`src/rtl/gcn_aggregation_block.sv`:
```
// GCN aggregation stage: sums each node's FM*WM row with its COO neighbours' rows
// (self-loop included) and reports the per-node argmax class index.
module gcn_aggregation_block #(
    parameter int FEATURE_ROWS      = 6,
    parameter int WEIGHT_COLS       = 3,
    parameter int NUM_EDGES         = 6,
    parameter int COO_WIDTH         = 3,
    parameter int COO_ADDRESS_WIDTH = 3,
    parameter int DOT_PROD_WIDTH    = 16,
    parameter int MAX_ADDRESS_WIDTH = 2
) (
    input  logic                                               clk,
    input  logic                                               reset,
    input  logic                                               start,
    output logic [COO_ADDRESS_WIDTH-1:0]                       coo_address,
    input  logic [0:1][COO_WIDTH-1:0]                          coo_in,
    output logic [2:0]                                         read_row,
    input  logic [0:WEIGHT_COLS-1][DOT_PROD_WIDTH-1:0]         fm_wm_row_in,
    output logic [0:FEATURE_ROWS-1][MAX_ADDRESS_WIDTH-1:0]     max_addi_answer,
    output logic                                               done
);

    localparam int ROW_W = 3;
    localparam logic [ROW_W-1:0] LAST_ROW = ROW_W'(FEATURE_ROWS - 1);
    localparam logic [COO_ADDRESS_WIDTH-1:0] LAST_EDGE = COO_ADDRESS_WIDTH'(NUM_EDGES - 1);

    typedef enum logic [2:0] {
        S_IDLE, S_SELF, S_FETCH, S_ADD_A, S_ADD_B, S_ARGMAX, S_DONE
    } state_t;

    typedef logic [0:WEIGHT_COLS-1][DOT_PROD_WIDTH-1:0] row_t;

    state_t                                       r_state;
    state_t                                       w_state_next;
    logic [ROW_W-1:0]                             r_n;
    logic [COO_ADDRESS_WIDTH-1:0]                 r_e;
    logic [COO_WIDTH-1:0]                         r_src;
    logic [COO_WIDTH-1:0]                         r_dst;
    row_t                                         r_agg [FEATURE_ROWS];
    logic [0:FEATURE_ROWS-1][MAX_ADDRESS_WIDTH-1:0] r_ans;

    logic [ROW_W-1:0]             w_read_row;
    logic [COO_ADDRESS_WIDTH-1:0] w_coo_address;
    logic                         w_self_edge;
    logic                         w_last_edge;
    logic                         w_edge_ok;
    row_t                         w_cur_row;
    logic [DOT_PROD_WIDTH-1:0]    w_best_val;
    logic [MAX_ADDRESS_WIDTH-1:0] w_best_idx;

    assign w_self_edge = (r_src == r_dst);
    assign w_last_edge = (r_e == LAST_EDGE);
    // An edge naming a node outside the graph is consumed but contributes nothing.
    assign w_edge_ok   = ({1'b0, r_src} < (COO_WIDTH+1)'(FEATURE_ROWS)) &&
                         ({1'b0, r_dst} < (COO_WIDTH+1)'(FEATURE_ROWS));

    always_ff @(posedge clk) begin
        if (reset) begin
            r_state <= S_IDLE;
        end else begin
            r_state <= w_state_next;
        end
    end

    always_comb begin
        w_state_next  = r_state;
        w_read_row    = '0;
        w_coo_address = '0;
        case (r_state)
            S_IDLE: begin
                if (start) w_state_next = S_SELF;
            end
            S_SELF: begin
                w_read_row = r_n;
                if (r_n == LAST_ROW) w_state_next = S_FETCH;
            end
            S_FETCH: begin
                w_coo_address = r_e;
                w_state_next  = S_ADD_A;
            end
            S_ADD_A: begin
                w_read_row = ROW_W'(r_src);
                if (!w_self_edge)     w_state_next = S_ADD_B;
                else if (w_last_edge) w_state_next = S_ARGMAX;
                else                  w_state_next = S_FETCH;
            end
            S_ADD_B: begin
                w_read_row   = ROW_W'(r_dst);
                w_state_next = w_last_edge ? S_ARGMAX : S_FETCH;
            end
            S_ARGMAX: begin
                if (r_n == LAST_ROW) w_state_next = S_DONE;
            end
            S_DONE: begin
                if (!start) w_state_next = S_IDLE;
            end
            default: w_state_next = S_IDLE;
        endcase
    end

    always_ff @(posedge clk) begin
        if (reset) begin
            r_n   <= '0;
            r_e   <= '0;
            r_src <= '0;
            r_dst <= '0;
        end else begin
            case (r_state)
                S_IDLE: begin
                    r_n <= '0;
                    r_e <= '0;
                end
                S_SELF:   r_n <= (r_n == LAST_ROW) ? '0 : r_n + 1'b1;
                S_FETCH: begin
                    r_src <= coo_in[0];
                    r_dst <= coo_in[1];
                end
                S_ADD_A:  if (w_self_edge && !w_last_edge) r_e <= r_e + 1'b1;
                S_ADD_B:  if (!w_last_edge) r_e <= r_e + 1'b1;
                S_ARGMAX: r_n <= r_n + 1'b1;
                default: ;
            endcase
        end
    end

    // One accumulator row per node; ADD_A feeds dst from src's row, ADD_B the reverse.
    generate
        for (genvar gi = 0; gi < FEATURE_ROWS; gi++) begin : g_agg
            always_ff @(posedge clk) begin
                if (reset) begin
                    r_agg[gi] <= '0;
                end else if (r_state == S_SELF && r_n == ROW_W'(gi)) begin
                    r_agg[gi] <= fm_wm_row_in;
                end else if (w_edge_ok &&
                             ((r_state == S_ADD_A && r_dst == COO_WIDTH'(gi)) ||
                              (r_state == S_ADD_B && r_src == COO_WIDTH'(gi)))) begin
                    for (int c = 0; c < WEIGHT_COLS; c++) begin
                        r_agg[gi][c] <= r_agg[gi][c] + fm_wm_row_in[c];
                    end
                end
            end
        end
    endgenerate

    always_comb begin
        w_cur_row = '0;
        for (int i = 0; i < FEATURE_ROWS; i++) begin
            if (r_n == ROW_W'(i)) w_cur_row = r_agg[i];
        end
        // Strict compare keeps the lowest column on ties.
        w_best_val = w_cur_row[0];
        w_best_idx = '0;
        for (int c = 1; c < WEIGHT_COLS; c++) begin
            if (w_cur_row[c] > w_best_val) begin
                w_best_val = w_cur_row[c];
                w_best_idx = MAX_ADDRESS_WIDTH'(c);
            end
        end
    end

    always_ff @(posedge clk) begin
        if (reset) begin
            r_ans <= '0;
        end else if (r_state == S_ARGMAX) begin
            for (int i = 0; i < FEATURE_ROWS; i++) begin
                if (r_n == ROW_W'(i)) r_ans[i] <= w_best_idx;
            end
        end
    end

    assign read_row        = w_read_row;
    assign coo_address     = w_coo_address;
    assign max_addi_answer = r_ans;
    assign done            = (r_state == S_DONE);

endmodule

```
`config.mk`:
```
export PLATFORM = sky130hd
export DESIGN_NAME = gcn_aggregation_block
export DESIGN_NICKNAME = d
export VERILOG_FILES = /design/src/rtl/gcn_aggregation_block.sv
export SDC_FILE = /design/constraint.sdc
export NUM_CORES = 1
export LEC_CHECK = 0
export BUFFER_PORTS_ARGS = -buffer_cell sky130_fd_sc_hd__buf_2
export CORE_AREA = 2 2 263 187
export CTS_CLUSTER_DIAMETER = 150
export CTS_CLUSTER_SIZE = 28
export DETAILED_ROUTE_END_ITERATION = 10
export DIE_AREA = 0 0 265 189
export PLACE_DENSITY = 0.77
export SLEW_MARGIN = 5
export SYNTH_ARGS = -nofsm -noshare
export SYNTH_HDL_FRONTEND = slang
export SYNTH_SLANG_ARGS = --single-unit
```
`constraint.sdc`:
```
create_clock -name clk -period 17.5 [get_ports clk]
set_input_delay 0.875 -clock clk [delete_from_list [all_inputs] [get_ports clk]]
set_output_delay 0.875 -clock clk [all_outputs]
set_load 0.005 [all_outputs]
```
Word-level counts from Yosys, hierarchy flattened
Memory sizes are Yosys's and may differ from the RTL's.
Cells that the tools add are included.
{ "word_totals": {"regBits": 27, "latchBits": 0, "ram_bits": 288, "rom_bits": 0, "out_inout_bits": 19, "mem_count": 1} }
{ "classes": {"add_sub_neg": 20, "n_mul": 0, "div": 0, "order_cmp": 4, "n_eq_ne": 29, "shifts": 0, "muxes": 91, "bitwise_logic": 24, "n_reduce_logical": 47} }
{ "mem_list": {"columns": ["name", "depth", "word_bits", "read_ports", "rd_clocked_by_memory_dff", "write_ports", "line_no", "rtl"], "rows": [
  ["r_agg", 6, 48, 6, 0, 6, "39", "row_t r_agg [FEATURE_ROWS];"]
]} }
{ "ops": {"columns": ["operator", "count"], "rows": [
  ["$mux 48", 12],
  ["$mux 16", 19],
  ["$add 16x16->16", 18],
  ["$mux 1", 45],
  ["$gt 16x16->1", 2],
  ["$eq 3x3->1 const B", 10],
  ["$mux 3", 10],
  ["$pmux 3 s3", 3],
  ["$logic_and 1x1->1", 26],
  ["$eq 3x2->1 const B", 8],
  ["$or 1x1->1", 24],
  ["$pmux 3 s7", 1],
  ["$eq 3x1->1 const B", 4],
  ["$logic_not 3->1", 4],
  ["$ne 2x2->1 const B", 6],
  ["$reduce_and 2->1", 6],
  ["$add 3x1->3 const B", 2],
  ["$logic_or 1x1->1", 6],
  ["$lt 3x3->1 const B", 2],
  ["$reduce_bool 3->1", 2],
  ["$reduce_and 4->1", 1],
  ["$eq 3x3->1", 1],
  ["$reduce_and 3->1", 1],
  ["$mux 2", 1],
  ["$logic_not 1->1", 1]
]} }

Logic depth before layout (Yosys ltp)
{ "depth": {"ltp_word": 11, "depth_mapped": 33, "depth_no_buf": 28} }

Worst setup path before layout
Ideal clock, no wire load.
{ "synth_timing": {"path_kind": "reg2reg", "start": "reg r_n[2]", "end": "reg r_ans, in the netlist max_addi_answer[4]", "setup_time_ps": 75, "t_arrival_ps": 5542, "t_required_ps": 17425, "slack_ps": 11883, "path_stages_with_launch": 31, "synth_period_minus_slack_ps": 5617, "path_cell_list": "dfxtp_1 > buf_2 > clkinv_1 > clkbuf_1 > ha_1 > clkbuf_1 > clkbuf_1 > clkbuf_1 > nand2_1 > o21ai_0 > a211o_1 > nand2_1 > ha_1 > a21o_1 > a21o_1 > a21oi_1 > o21ai_0 > o22ai_1 > clkbuf_1 > buf_2 > a31oi_1 > ha_1 > a21o_1 > a21o_1 > a21oi_1 > o21ai_0 > a21oi_1 > nor2_1 > or3_1 > clkbuf_1 > o21ai_0"} }
{ "synth_between": {"elab_chain_len": 11} }
{ "synth_rtl": {"columns": ["item", "line_no", "rtl"], "rows": [
  ["from (decl)", "35", "logic [ROW_W-1:0] r_n;"],
  ["from (signal assigned)", "113", "S_SELF: r_n <= (r_n == LAST_ROW) ? '0 : r_n + 1'b1;"],
  ["from (signal assigned)", "120", "S_ARGMAX: r_n <= r_n + 1'b1;"],
  ["$logic_not 3->1", "148", "if (r_n == ROW_W'(i)) w_cur_row = r_agg[i];"],
  ["$mux 48 (6 in a row)", "148", null],
  ["$gt 16x16->1", "154", "if (w_cur_row[c] > w_best_val) begin"],
  ["$mux 16", "154", null],
  ["$gt 16x16->1", "154", null],
  ["$mux 2", "154", null],
  ["to (signal, indexed assignment)", "166", "if (r_n == ROW_W'(i)) r_ans[i] <= w_best_idx;"],
  ["to (decl)", "40", "logic [0:FEATURE_ROWS-1][MAX_ADDRESS_WIDTH-1:0] r_ans;"]
]} }
Parallel ways exist; a longest one is shown, timed or not.
A chain may end at the register's enable or synchronous reset.

Final worst setup path
{ "layout_timing": {"start": "reg r_n[0]", "end": "reg r_ans, in the netlist max_addi_answer[4]"} }
The elaborated chain is that of the path after synthesis.

==> out/qor.txt <==
Post-DR vias/cell -> 6.93
Post-Syn Nets -> 3615
Starting Density -> 59.5%
Clock transition at path regs -> 0.13 ns
Cell area after synthesis -> 28300 um^2
Inserted Diodes -> 0
Worst Tran Pin Value -> 1.35 ns
Worst skew pair latency -> 0.58 ns
Leak Pwr -> 11.9 nW
Worst R2R Start -> r_n[0]
Global-route wire length before repair -> 148000 um
Max-Cap Viols -> 0
Die area -> 50100 um^2
Share of cells above drive strength 1 -> 6.08%
Syn avg cell area -> 8.74 um^2
GR Overflow Total -> 0
Length of routed met2 wiring -> 37300 um
Vias in the first global route -> 24.5k
Fraction of registers with async set/reset -> 0%
Hold Startpoint -> max_addi_answer[0]
Sum of negative setup slack -> 0 ns
Largest net degree at the start of global routing -> 65
Hold Path Class -> reg2reg
Synth cell types -> 76
Worst Path Max Fanout -> 33
Synth top area share -> 30.6%
Num ports -> 76
Hold path depth -> 2
Min-Delay Endpoint -> max_addi_answer[0]
WL/cell -> 25.2 um
DRC violations left -> 0
GPL Wtd Cong -> 0.986
Site Rows -> 67
Routed via count -> 26.6k
EDFF count, synth -> 288
Area contributors post-synth -> edfxtp_1, ha_1, o21ai_0
WL met3 -> 15800 um
Top layer reached by signal wires -> met5
Crit path DAT -> 7.22 ns
DRT Wirelength -> 96800 um
RSZ-0062 raised after global routing -> no
Final Hold Viols -> 0
Critical Path End Type -> flip-flop
Status -> finished clean
Post-Layout Inst Area -> 29700 um^2
1st-iter DRT viols -> 3409
Initial antenna violation count -> 3
Gate Count Post-Synth -> 3231
Final nets -> 3606
PostCTS Resize Cnt -> 0
CTS Hold Bufs -> 0
GRT Overall Usage -> 37.9%
Layout filler cell count -> 4027
Synthesized flop and latch total -> 315
Final worst path period share -> 38.6%
Area of the multi-input gates -> 18200 um^2
CP startpoint kind -> flip-flop
Max IR drop VDD -> 0.0542 mV
FMAX -> 148 MHz
Final setup violation count -> 0
Dpl ws -> 11.01 ns
Fin. max-slew vios -> 0
Setup Fix Bufs, Post-CTS -> 0
Clk sinks -> 315
Final ANT Viol Nets -> 0
Clock Skew -> 0.0447 ns
Sequential element share of the synthesized area -> 32.5%
Dominant synthesized flop cell -> edfxtp_1
Synth warn -> 0
R2R cell count -> 26
P&R area growth vs syn -> 5.07%
Pre-antenna DRT Iters -> 5
FF-to-FF setup slack -> 10.75 ns
Reg area -> 9190 um^2
Cts bufs inserted -> 15
Minimum clock period -> 6.75 ns
Htree depth -> 1
Port Buffers -> 75
Area leader, netlist -> edfxtp_1
Pwr per Cell Area -> 66.5 nW/um^2
Capturing point of the worst reg2reg path -> max_addi_answer[4]
Rel. slew slack -> 10.0%
CP required -> 17.97 ns
Die Y -> 189 um
M1 wire length -> 41500 um
Die width -> 265 um
HPWL after DPL -> 72400 um
Dpl cell area -> 29300 um^2
Root Buffer -> clkbuf_16
Max Buffers Root-to-Sink -> 3
CTS tree -> built
Core Box Area -> 47400 um^2
Setup CP Type -> reg2reg
Final worst setup slack -> 10.75 ns
[metrics by stage]
| stage | cells | hold WS (ns) | total power, mW | utilization, % |
|---|---|---|---|---|
| 6_report | 3847 | 0.508 | 1.97 | 62.6 |
| 5_1_grt | 3847 | 0.522 | 2.05 | 62.6 |
| 4_1_cts | 3847 | 0.506 | 1.95 | 62.6 |
| 3_5_place_dp | 3826 | 0.486 | 1.52 | 61.7 |
| 3_3_place_gp | 3826 | 0.471 | 1.50 | 61.7 |
| 2_1_floorplan | 3231 | 0.451 | 1.33 | - |
[registers in the layout, indices dropped and copies added, names as in the netlist]
signal	flops
max_addi_answer	12
r_dst	3
r_state	3
r_src	3
r_e	3
r_n	3
r_agg	288
[worst max-delay path by stage]
stage	start	end	slack [ns]	depth (start not counted)
3_5_place_dp	r_n[0]	max_addi_answer[4]	11.01	28
4_1_cts	r_n[0]	max_addi_answer[4]	10.96	28
3_3_place_gp	r_n[0]	max_addi_answer[4]	11.04	27
5_1_grt	r_n[0]	max_addi_answer[4]	10.42	28
2_1_floorplan	r_n[2]	max_addi_answer[4]	11.88	30
6_report	r_n[0]	max_addi_answer[4]	10.75	26
[cell type report]
class,instances,area share [%]
clock buffers,19,1.32
repair buffers,113,2.23
clock inverters,2,0.131
flip-flops and latches,315,31.0
well taps,621,2.62
multi-input cells,2667,61.4
inverters,110,1.39
[worst max-delay path: stages, from the launching register on]
cell,delay [ns]
dfxtp_1,0.47
inv_1,0.13
ha_1,0.22
buf_4,0.24
nor2b_2,0.31
a221oi_1,0.31
o31ai_1,0.10
a211oi_1,0.83
nor2_1,0.11
ha_1,0.34
a21o_1,0.16
a21o_1,0.17
a21oi_1,0.19
o21ai_0,0.13
o22ai_2,0.17
buf_4,0.34
mux2_2,0.39
ha_1,0.31
nor2b_1,0.13
o21ai_0,0.13
nand2b_1,0.07
a21oi_1,0.23
o21ai_0,0.13
a21oi_1,0.20
nor2_1,0.16
or3_1,0.45
o21ai_0,0.21
[metal layers]
| layer | up-vias | GRT usage, % |
|---|---|---|
| met1 | 12600 | 58.7 |
| met2 | 1781 | 51.1 |
| met4 | 2 | 8.65 |
| met3 | 153 | 11.3 |
| met5 | - | 0 |
| li1 | 12100 | - |
[cells by family (layout without fill, tap and decap cells)]
family,after synthesis,in the layout,synth area share [%]
compound gates,1103,1103,25.5
simple gates,990,990,15.9
fa+ha+maj,327,327,15.0
flops,315,315,32.5
buf+inv,249,244,3.40
xor+xnor,226,226,7.01
mux,21,21,0.753
[Yosys cell counts, types with 10 or more instances]
cell	instances
a22o_1	58
a21o_1	76
inv_1	107
o2111ai_1	17
a31oi_1	34
o311ai_0	18
o31ai_1	33
nand2b_1	40
nor2_1	206
a221o_1	18
a221oi_1	41
or2_2	10
o21a_1	27
nor2b_1	40
nand2_1	430
clkbuf_1	114
and2_1	14
o211ai_1	21
xnor2_1	79
o21ai_0	404
fa_1	18
edfxtp_1	288
a211o_1	21
nor3_1	84
a21oi_1	170
mux2i_1	19
dfxtp_1	27
o22ai_1	12
nand4_1	16
and3_1	15
o21bai_1	29
ha_1	309
nand3_1	57
xor2_1	147
buf_2	17
a211oi_1	34
or3_1	52
[report_power, final]
part,internal (mW),switching (mW),total (mW)
registers,0.855,0.0398,0.895
logic,0.247,0.391,0.637
clock network,0.165,0.278,0.443
[placed cells by master, fill, tap and decap left out, types with 19 or more instances in the layout]
cell      instances
buf_2            75
mux2i_1          19
inv_1           107
a211o_1          21
nor2_1          200
nand3_1          54
edfxtp_1        288
o21ai_0         403
nand2b_1         40
dfxtp_1          27
a221oi_1         40
a211oi_1         34
o21bai_1         29
o21a_1           27
xnor2_1          79
ha_1            307
o211ai_1         21
xor2_1          147
a21o_1           76
a21oi_1         170
a22o_1           58
buf_4            38
nor3_1           84
nor2b_1          39
o31ai_1          33
or3_1            51
nand2_1         430
a31oi_1          34
(Power assumes the default switching activity.)
